`src/rtl/wb_arb_pkg.sv`:
```
// Shared types and defaults for the debug/CPU Wishbone arbiter.
// Owner states, grant encodings and tracker sizing defaults.
package wb_arb_pkg;

    typedef enum logic [1:0] {
        ST_IDLE  = 2'd0,
        ST_OWN0  = 2'd1,
        ST_OWN1  = 2'd2,
        ST_ABORT = 2'd3
    } arb_state_t;

    localparam logic [1:0] GNT_NONE = 2'b00;
    localparam logic [1:0] GNT_M0   = 2'b01;
    localparam logic [1:0] GNT_M1   = 2'b10;

    localparam int DEF_PEND_W  = 4;
    localparam int DEF_TIMEOUT = 1023;

endpackage

```
`src/rtl/wb_pending_tracker.sv`:
```
// Outstanding-request counter with saturation flag and ack watchdog.
// The watchdog only runs while requests are in flight and nothing moves.
module wb_pending_tracker import wb_arb_pkg::*; #(
    parameter int PEND_W  = DEF_PEND_W,
    parameter int TIMEOUT = DEF_TIMEOUT
) (
    input  logic i_clk,
    input  logic i_reset_n,
    input  logic i_accept,
    input  logic i_resp,
    input  logic i_clear,
    output logic o_pending_nz,
    output logic o_full,
    output logic o_timeout
);

    localparam int TW = $clog2(TIMEOUT + 1);
    localparam logic [TW-1:0] TMAX = TW'(TIMEOUT);

    logic [PEND_W-1:0] r_pending;
    logic [TW-1:0]     r_timer;
    logic              w_nz;

    assign w_nz = |r_pending;

    always_ff @(posedge i_clk) begin
        if (!i_reset_n || i_clear) begin
            r_pending <= '0;
        end else if (i_accept && !i_resp) begin
            r_pending <= r_pending + 1'b1;
        end else if (i_resp && !i_accept && w_nz) begin
            r_pending <= r_pending - 1'b1;
        end
    end

    always_ff @(posedge i_clk) begin
        if (!i_reset_n || i_clear || i_accept || i_resp || !w_nz) begin
            r_timer <= '0;
        end else if (r_timer != TMAX) begin
            r_timer <= r_timer + 1'b1;
        end
    end

    assign o_pending_nz = w_nz;
    assign o_full       = &r_pending;
    assign o_timeout    = w_nz && (r_timer == TMAX);

endmodule

```
`src/rtl/wb_dbg_arbiter.sv`:
```
// Two-master pipelined Wishbone arbiter: debug loader (m0) and CPU (m1).
// Ownership is held until the owner drops cyc; a watchdog aborts dead slaves.
module wb_dbg_arbiter import wb_arb_pkg::*; #(
    parameter bit PRIO_M0 = 1'b1,
    parameter int PEND_W  = DEF_PEND_W,
    parameter int TIMEOUT = DEF_TIMEOUT
) (
    input  logic        i_clk,
    input  logic        i_reset_n,
    input  logic        i_m0_cyc,
    input  logic        i_m0_stb,
    input  logic        i_m0_we,
    input  logic [3:0]  i_m0_sel,
    input  logic [29:0] i_m0_addr,
    input  logic [31:0] i_m0_data,
    output logic        o_m0_stall,
    output logic        o_m0_ack,
    output logic        o_m0_err,
    output logic [31:0] o_m0_data,
    input  logic        i_m1_cyc,
    input  logic        i_m1_stb,
    input  logic        i_m1_we,
    input  logic [3:0]  i_m1_sel,
    input  logic [29:0] i_m1_addr,
    input  logic [31:0] i_m1_data,
    output logic        o_m1_stall,
    output logic        o_m1_ack,
    output logic        o_m1_err,
    output logic [31:0] o_m1_data,
    output logic        o_s_cyc,
    output logic        o_s_stb,
    output logic        o_s_we,
    output logic [3:0]  o_s_sel,
    output logic [29:0] o_s_addr,
    output logic [31:0] o_s_data,
    input  logic        i_s_stall,
    input  logic        i_s_ack,
    input  logic        i_s_err,
    input  logic [31:0] i_s_data,
    output logic [1:0]  o_grant
);

    arb_state_t r_state;
    logic [1:0] r_grant;
    logic       r_owner;

    logic        w_own0;
    logic        w_own1;
    logic        w_owning;
    logic        w_live;
    logic        w_cyc;
    logic        w_stb;
    logic        w_we;
    logic [3:0]  w_sel;
    logic [29:0] w_addr;
    logic [31:0] w_wdata;
    logic        w_nz;
    logic        w_full;
    logic        w_timeout;
    logic        w_accept;
    logic        w_resp;
    logic        w_ack;
    logic        w_err;
    logic        w_stall;

    assign w_own0   = (r_state == ST_OWN0);
    assign w_own1   = (r_state == ST_OWN1);
    assign w_owning = w_own0 | w_own1;

    // r_owner stays valid through ABORT so the owner's cyc can be watched
    assign w_cyc   = r_owner ? i_m1_cyc  : i_m0_cyc;
    assign w_stb   = r_owner ? i_m1_stb  : i_m0_stb;
    assign w_we    = r_owner ? i_m1_we   : i_m0_we;
    assign w_sel   = r_owner ? i_m1_sel  : i_m0_sel;
    assign w_addr  = r_owner ? i_m1_addr : i_m0_addr;
    assign w_wdata = r_owner ? i_m1_data : i_m0_data;

    assign w_live = w_owning & w_cyc & ~w_timeout;

    assign o_s_cyc  = w_live;
    assign o_s_stb  = w_live & w_stb & ~w_full;
    assign o_s_we   = w_owning & w_we;
    assign o_s_sel  = w_owning ? w_sel   : 4'h0;
    assign o_s_addr = w_owning ? w_addr  : 30'h0;
    assign o_s_data = w_owning ? w_wdata : 32'h0;

    assign w_accept = o_s_stb & ~i_s_stall;
    assign w_resp   = w_live & w_nz & (i_s_ack | i_s_err);
    assign w_ack    = w_live & w_nz & i_s_ack;
    assign w_err    = (w_live & w_nz & i_s_err) | w_timeout;
    assign w_stall  = ~w_live | i_s_stall | w_full;

    assign o_m0_stall = w_own0 ? w_stall  : 1'b1;
    assign o_m0_ack   = w_own0 & w_ack;
    assign o_m0_err   = w_own0 & w_err;
    assign o_m0_data  = w_own0 ? i_s_data : 32'h0;

    assign o_m1_stall = w_own1 ? w_stall  : 1'b1;
    assign o_m1_ack   = w_own1 & w_ack;
    assign o_m1_err   = w_own1 & w_err;
    assign o_m1_data  = w_own1 ? i_s_data : 32'h0;

    assign o_grant = r_grant;

    wb_pending_tracker #(
        .PEND_W  (PEND_W),
        .TIMEOUT (TIMEOUT)
    ) u_track (
        .i_clk        (i_clk),
        .i_reset_n    (i_reset_n),
        .i_accept     (w_accept),
        .i_resp       (w_resp),
        .i_clear      (~w_live),
        .o_pending_nz (w_nz),
        .o_full       (w_full),
        .o_timeout    (w_timeout)
    );

    always_ff @(posedge i_clk) begin
        if (!i_reset_n) begin
            r_state <= ST_IDLE;
            r_grant <= GNT_NONE;
            r_owner <= 1'b0;
        end else begin
            unique case (r_state)
                ST_IDLE: begin
                    if (i_m0_cyc && (PRIO_M0 || !i_m1_cyc)) begin
                        r_state <= ST_OWN0;
                        r_grant <= GNT_M0;
                        r_owner <= 1'b0;
                    end else if (i_m1_cyc) begin
                        r_state <= ST_OWN1;
                        r_grant <= GNT_M1;
                        r_owner <= 1'b1;
                    end
                end
                ST_OWN0, ST_OWN1: begin
                    if (w_timeout) begin
                        r_state <= ST_ABORT;
                        r_grant <= GNT_NONE;
                    end else if (!w_cyc) begin
                        r_state <= ST_IDLE;
                        r_grant <= GNT_NONE;
                    end
                end
                ST_ABORT: begin
                    if (!w_cyc) begin
                        r_state <= ST_IDLE;
                    end
                end
                default: begin
                    r_state <= ST_IDLE;
                    r_grant <= GNT_NONE;
                end
            endcase
        end
    end

endmodule

```
`config.mk`:
```
export PLATFORM = sky130hd
export DESIGN_NAME = wb_dbg_arbiter
export DESIGN_NICKNAME = d
export VERILOG_FILES = /design/src/rtl/wb_arb_pkg.sv /design/src/rtl/wb_pending_tracker.sv /design/src/rtl/wb_dbg_arbiter.sv
export SDC_FILE = /design/constraint.sdc
export NUM_CORES = 1
export LEC_CHECK = 0
export CAP_MARGIN = 20
export CORE_AREA = 5 5 119 121
export DETAILED_ROUTE_END_ITERATION = 8
export DIE_AREA = 0 0 124 126
export HOLD_SLACK_MARGIN = 0.02
export MAX_ROUTING_LAYER = met4
export PLACE_DENSITY = 0.67
export SLEW_MARGIN = 10
export SYNTH_ARGS = -nofsm -noshare
export SYNTH_HDL_FRONTEND = slang
export SYNTH_SLANG_ARGS = --single-unit
```
`constraint.sdc`:
```
create_clock -name i_clk -period 5.35 [get_ports i_clk]
set_input_delay 0.8025 -clock i_clk [delete_from_list [all_inputs] [get_ports i_clk]]
set_output_delay 0.8025 -clock i_clk [all_outputs]
set_load 0.1 [all_outputs]
```
==> flow_summary.toml <==
[clocking]
clk_pin_slew_ps = 60
htreeDepth = 1
post_cts.repair.setup_buffers = 0
ctsHoldBuffers = 0
cts_buffers = 3
clk_latency_ps = 250
post_cts_resized = 0
cts-root-buf = "clkbuf_16"
cts_tree = "built"
clock_path_buffers = 2
cts_sinks = 19

[worst_setup_path]
cp_top_family = "buffers and inverters"
crit_start = "i_m0_cyc"
cp_slowest_cell = "clkdlybuf4s50_1"
cp.arrival_ps = 3520
cp_num_buf_inv = 2
worstSetupEndpointType = "output pin"
crit_type = "input port to output pin"
cp_slowest_stage_delay_ps = 1010
cp.required_ps = 4550
path_cells = "clkdlybuf4s50_1, mux2_2, nand2_1, or2_2, nor3_1, nand2_1, clkdlybuf4s50_1"
reg2reg_from = "r_state[0]$_SDFFE_PN0P_"
crit_path_start_kind = "input port"
worstPathMaxFanout = 9

[sta]
period_needed_ps = 4318
final_hold_viol_count = 0
tightest_slew_ps = 1041
clock.fmax_mhz = 231.6
setup_violations = 0
setup_tns_ps = 0
relSlewSlack_pct = 30.35
grt_setup_unrepaired = "no"
skew_ps = 5.861
drv_slew = 0
period_share_pct = 80.70

[drt]
wl_per_cell_um = 17.99
ant_nets = 0
drc = 0
wl_um = 15400
vias = 3799
drtIter0Drc = 82
viasPerCell = 4.438
dr.pass1.iters = 4

[die]
die-area_sq_mm = 0.01562
io_pins = 316
row_count = 42
die_h_um = 126
dieWidth_um = 124
core_area_sq_mm = 0.01298
start_util_pct = 22.59

[placement]
io_buffers = 315
gp_congestion = 0.8608
hpwl_um = 13130

[job]
maxCapViolations = 0

[synthesis]
synthesis.nets = 564
synth_cell_types = 44
syn_inst = 380
synth_edf_count = 0
synth-seq-area-share_pct = 12.97
async_flop_share_pct = 0
syn_area_sq_mm = 0.002933
ys_warn_count = 0
syn_avg_cell_area_sq_um = 7.718
ys.flop_type = "dfxtp_1"
ys_ff_latch = 19

[power_and_ir_drop]
power_density_mw_per_mm2 = 233.0
peakVddDrop_uv = 102.6
p_leak_nw = 2.246

[final_layout]
multi_input_area_sq_mm = 0.002434
drive_above_1_share_pct = 4.130
area_growth_syn_to_layout_pct = 115.3
utilization_pct = 48.64
area.sequential_sq_um = 384.1
num-fill-cells = 1245
fin_nets = 863

[global_routing]
grt_util_met2_pct = 32.04
grt_pass1_vias = 3854
grt_max_degree = 44
antenna_found_initial = 2
grt_pass1_wl_um = 21920
grtUsageTotal_pct = 18.34
grt_use_met1_pct = 21.02
use_met3_pct = 5.157
top_usage_layer = "met2"
overflow = 0

[status]
status = "finished clean"

[worst_hold_path]
hold_class = "register to register"
holdCritStartpoint = "u_track.r_timer[1]$_SDFFE_PP0P_"
[path summary, 6_finish.rpt]
kind                                                     endpoint  slack [ps]  cells past startpoint
worst max-delay path                                   o_m0_stall        1030                      7
worst min-delay path              u_track.r_timer[1]$_SDFFE_PP0P_         490                      2
worst max register to register  u_track.r_pending[3]$_SDFFE_PP0P_        2040                     12
worst min register to register    u_track.r_timer[1]$_SDFFE_PP0P_         490                      2
[cell type report]
| cell class | count | share of cell area [%] |
|---|---|---|
| sequential | 19 | 6.084 |
| clock inverter | 1 | 0.1189 |
| inverter | 6 | 0.3567 |
| multi-input combinational | 331 | 38.55 |
| timing repair buffer | 318 | 50.14 |
| antenna | 2 | 0.07927 |
| tap | 176 | 3.488 |
| clock buffer | 3 | 1.189 |
[synth_stat cells (2+ instances only)]
cell / n / area share [%]
a21o_1: 3 / 0.77
a21oi_1: 5 / 0.85
a31oi_1: 2 / 0.43
and2_1: 67 / 14
and3_1: 2 / 0.43
buf_1: 5 / 0.64
buf_2: 4 / 0.68
clkbuf_1: 14 / 1.8
dfxtp_1: 19 / 13
ha_1: 8 / 3.4
inv_1: 6 / 0.77
mux2i_1: 75 / 26
nand2_1: 19 / 2.4
nand3_1: 8 / 1.4
nand4_4: 2 / 1.5
nor2_1: 18 / 2.3
nor2b_1: 71 / 15
nor3_1: 6 / 1.0
nor3_2: 3 / 1.0
nor3b_1: 2 / 0.51
nor4_1: 5 / 1.1
nor4_4: 2 / 1.5
o21ai_0: 8 / 1.4
or2_2: 2 / 0.43
or3_1: 3 / 0.64
xnor2_1: 2 / 0.60
xor2_1: 2 / 0.60
[routing by layer]
| layer | routed length (um) | vias to the layer above |
|---|---|---|
| li1 | - | 1881 |
| met1 | 5967 | 1722 |
| met2 | 7673 | 186 |
| met3 | 1580 | 10 |
| met4 | 175 | 0 |
| met5 | 0 | - |
[state kept, by name (all words and copies together), names as in the netlist]
signal	cells
u_track.r_timer	10
r_state	2
o_grant	2
u_track.r_pending	4
r_owner	1
[kinds of logic (layout without fill, tap and decap cells)]
family,Yosys count,after routing,synth area share [%]
compound gates,23,23,5.205
xor+xnor,5,5,1.750
fa+ha+maj,9,9,4.096
buf+inv,30,328,4.138
flops,19,19,12.97
mux,76,76,25.98
other cells,0,2,0
simple gates,218,218,45.86
[metrics by stage]
stage	area [sq um]	power (mW)	setup WS (ps)	hold slack, ps	instances
6_report	6314	1.471	1032	485.3	856
5_1_grt	6314	1.518	917.8	524.9	856
4_1_cts	6309	1.483	1022	487.6	854
3_5_place_dp	6226	1.322	1027	480.3	850
3_3_place_gp	6226	1.315	1025	458.3	850
2_1_floorplan	2933	0.9748	995.1	448.6	380
[where the power goes]
group	internal (mW)	switching [mW]	total, mW
clock	0.101	0.0554	0.156
combinational	0.345	0.811	1.16
sequential	0.145	0.0132	0.159
[cell usage in the layout (no fill, tap or decap), types with 2 or more instances in the layout]
master	count
or2_2	2
nor2b_1	71
dfxtp_1	18
and3_1	2
a31oi_1	2
nand4_4	2
inv_1	6
nor4_1	5
clkbuf_16	3
ha_1	7
nor2_1	18
nor4_4	2
clkdlybuf4s50_1	311
xor2_1	2
a21oi_1	5
and2_1	67
nand2_1	19
nor3b_1	2
xnor2_1	2
nor3_2	3
a21o_1	3
diode_2	2
nor3_1	6
nand3_1	8
or3_1	3
o21ai_0	8
mux2i_1	75
buf_4	7
[worst min-delay path: stages, from the launching register on]
cell	delay, ps
dfxtp_1	320
nand2_1	60
a21oi_1	50
(Power assumes the default switching activity.)
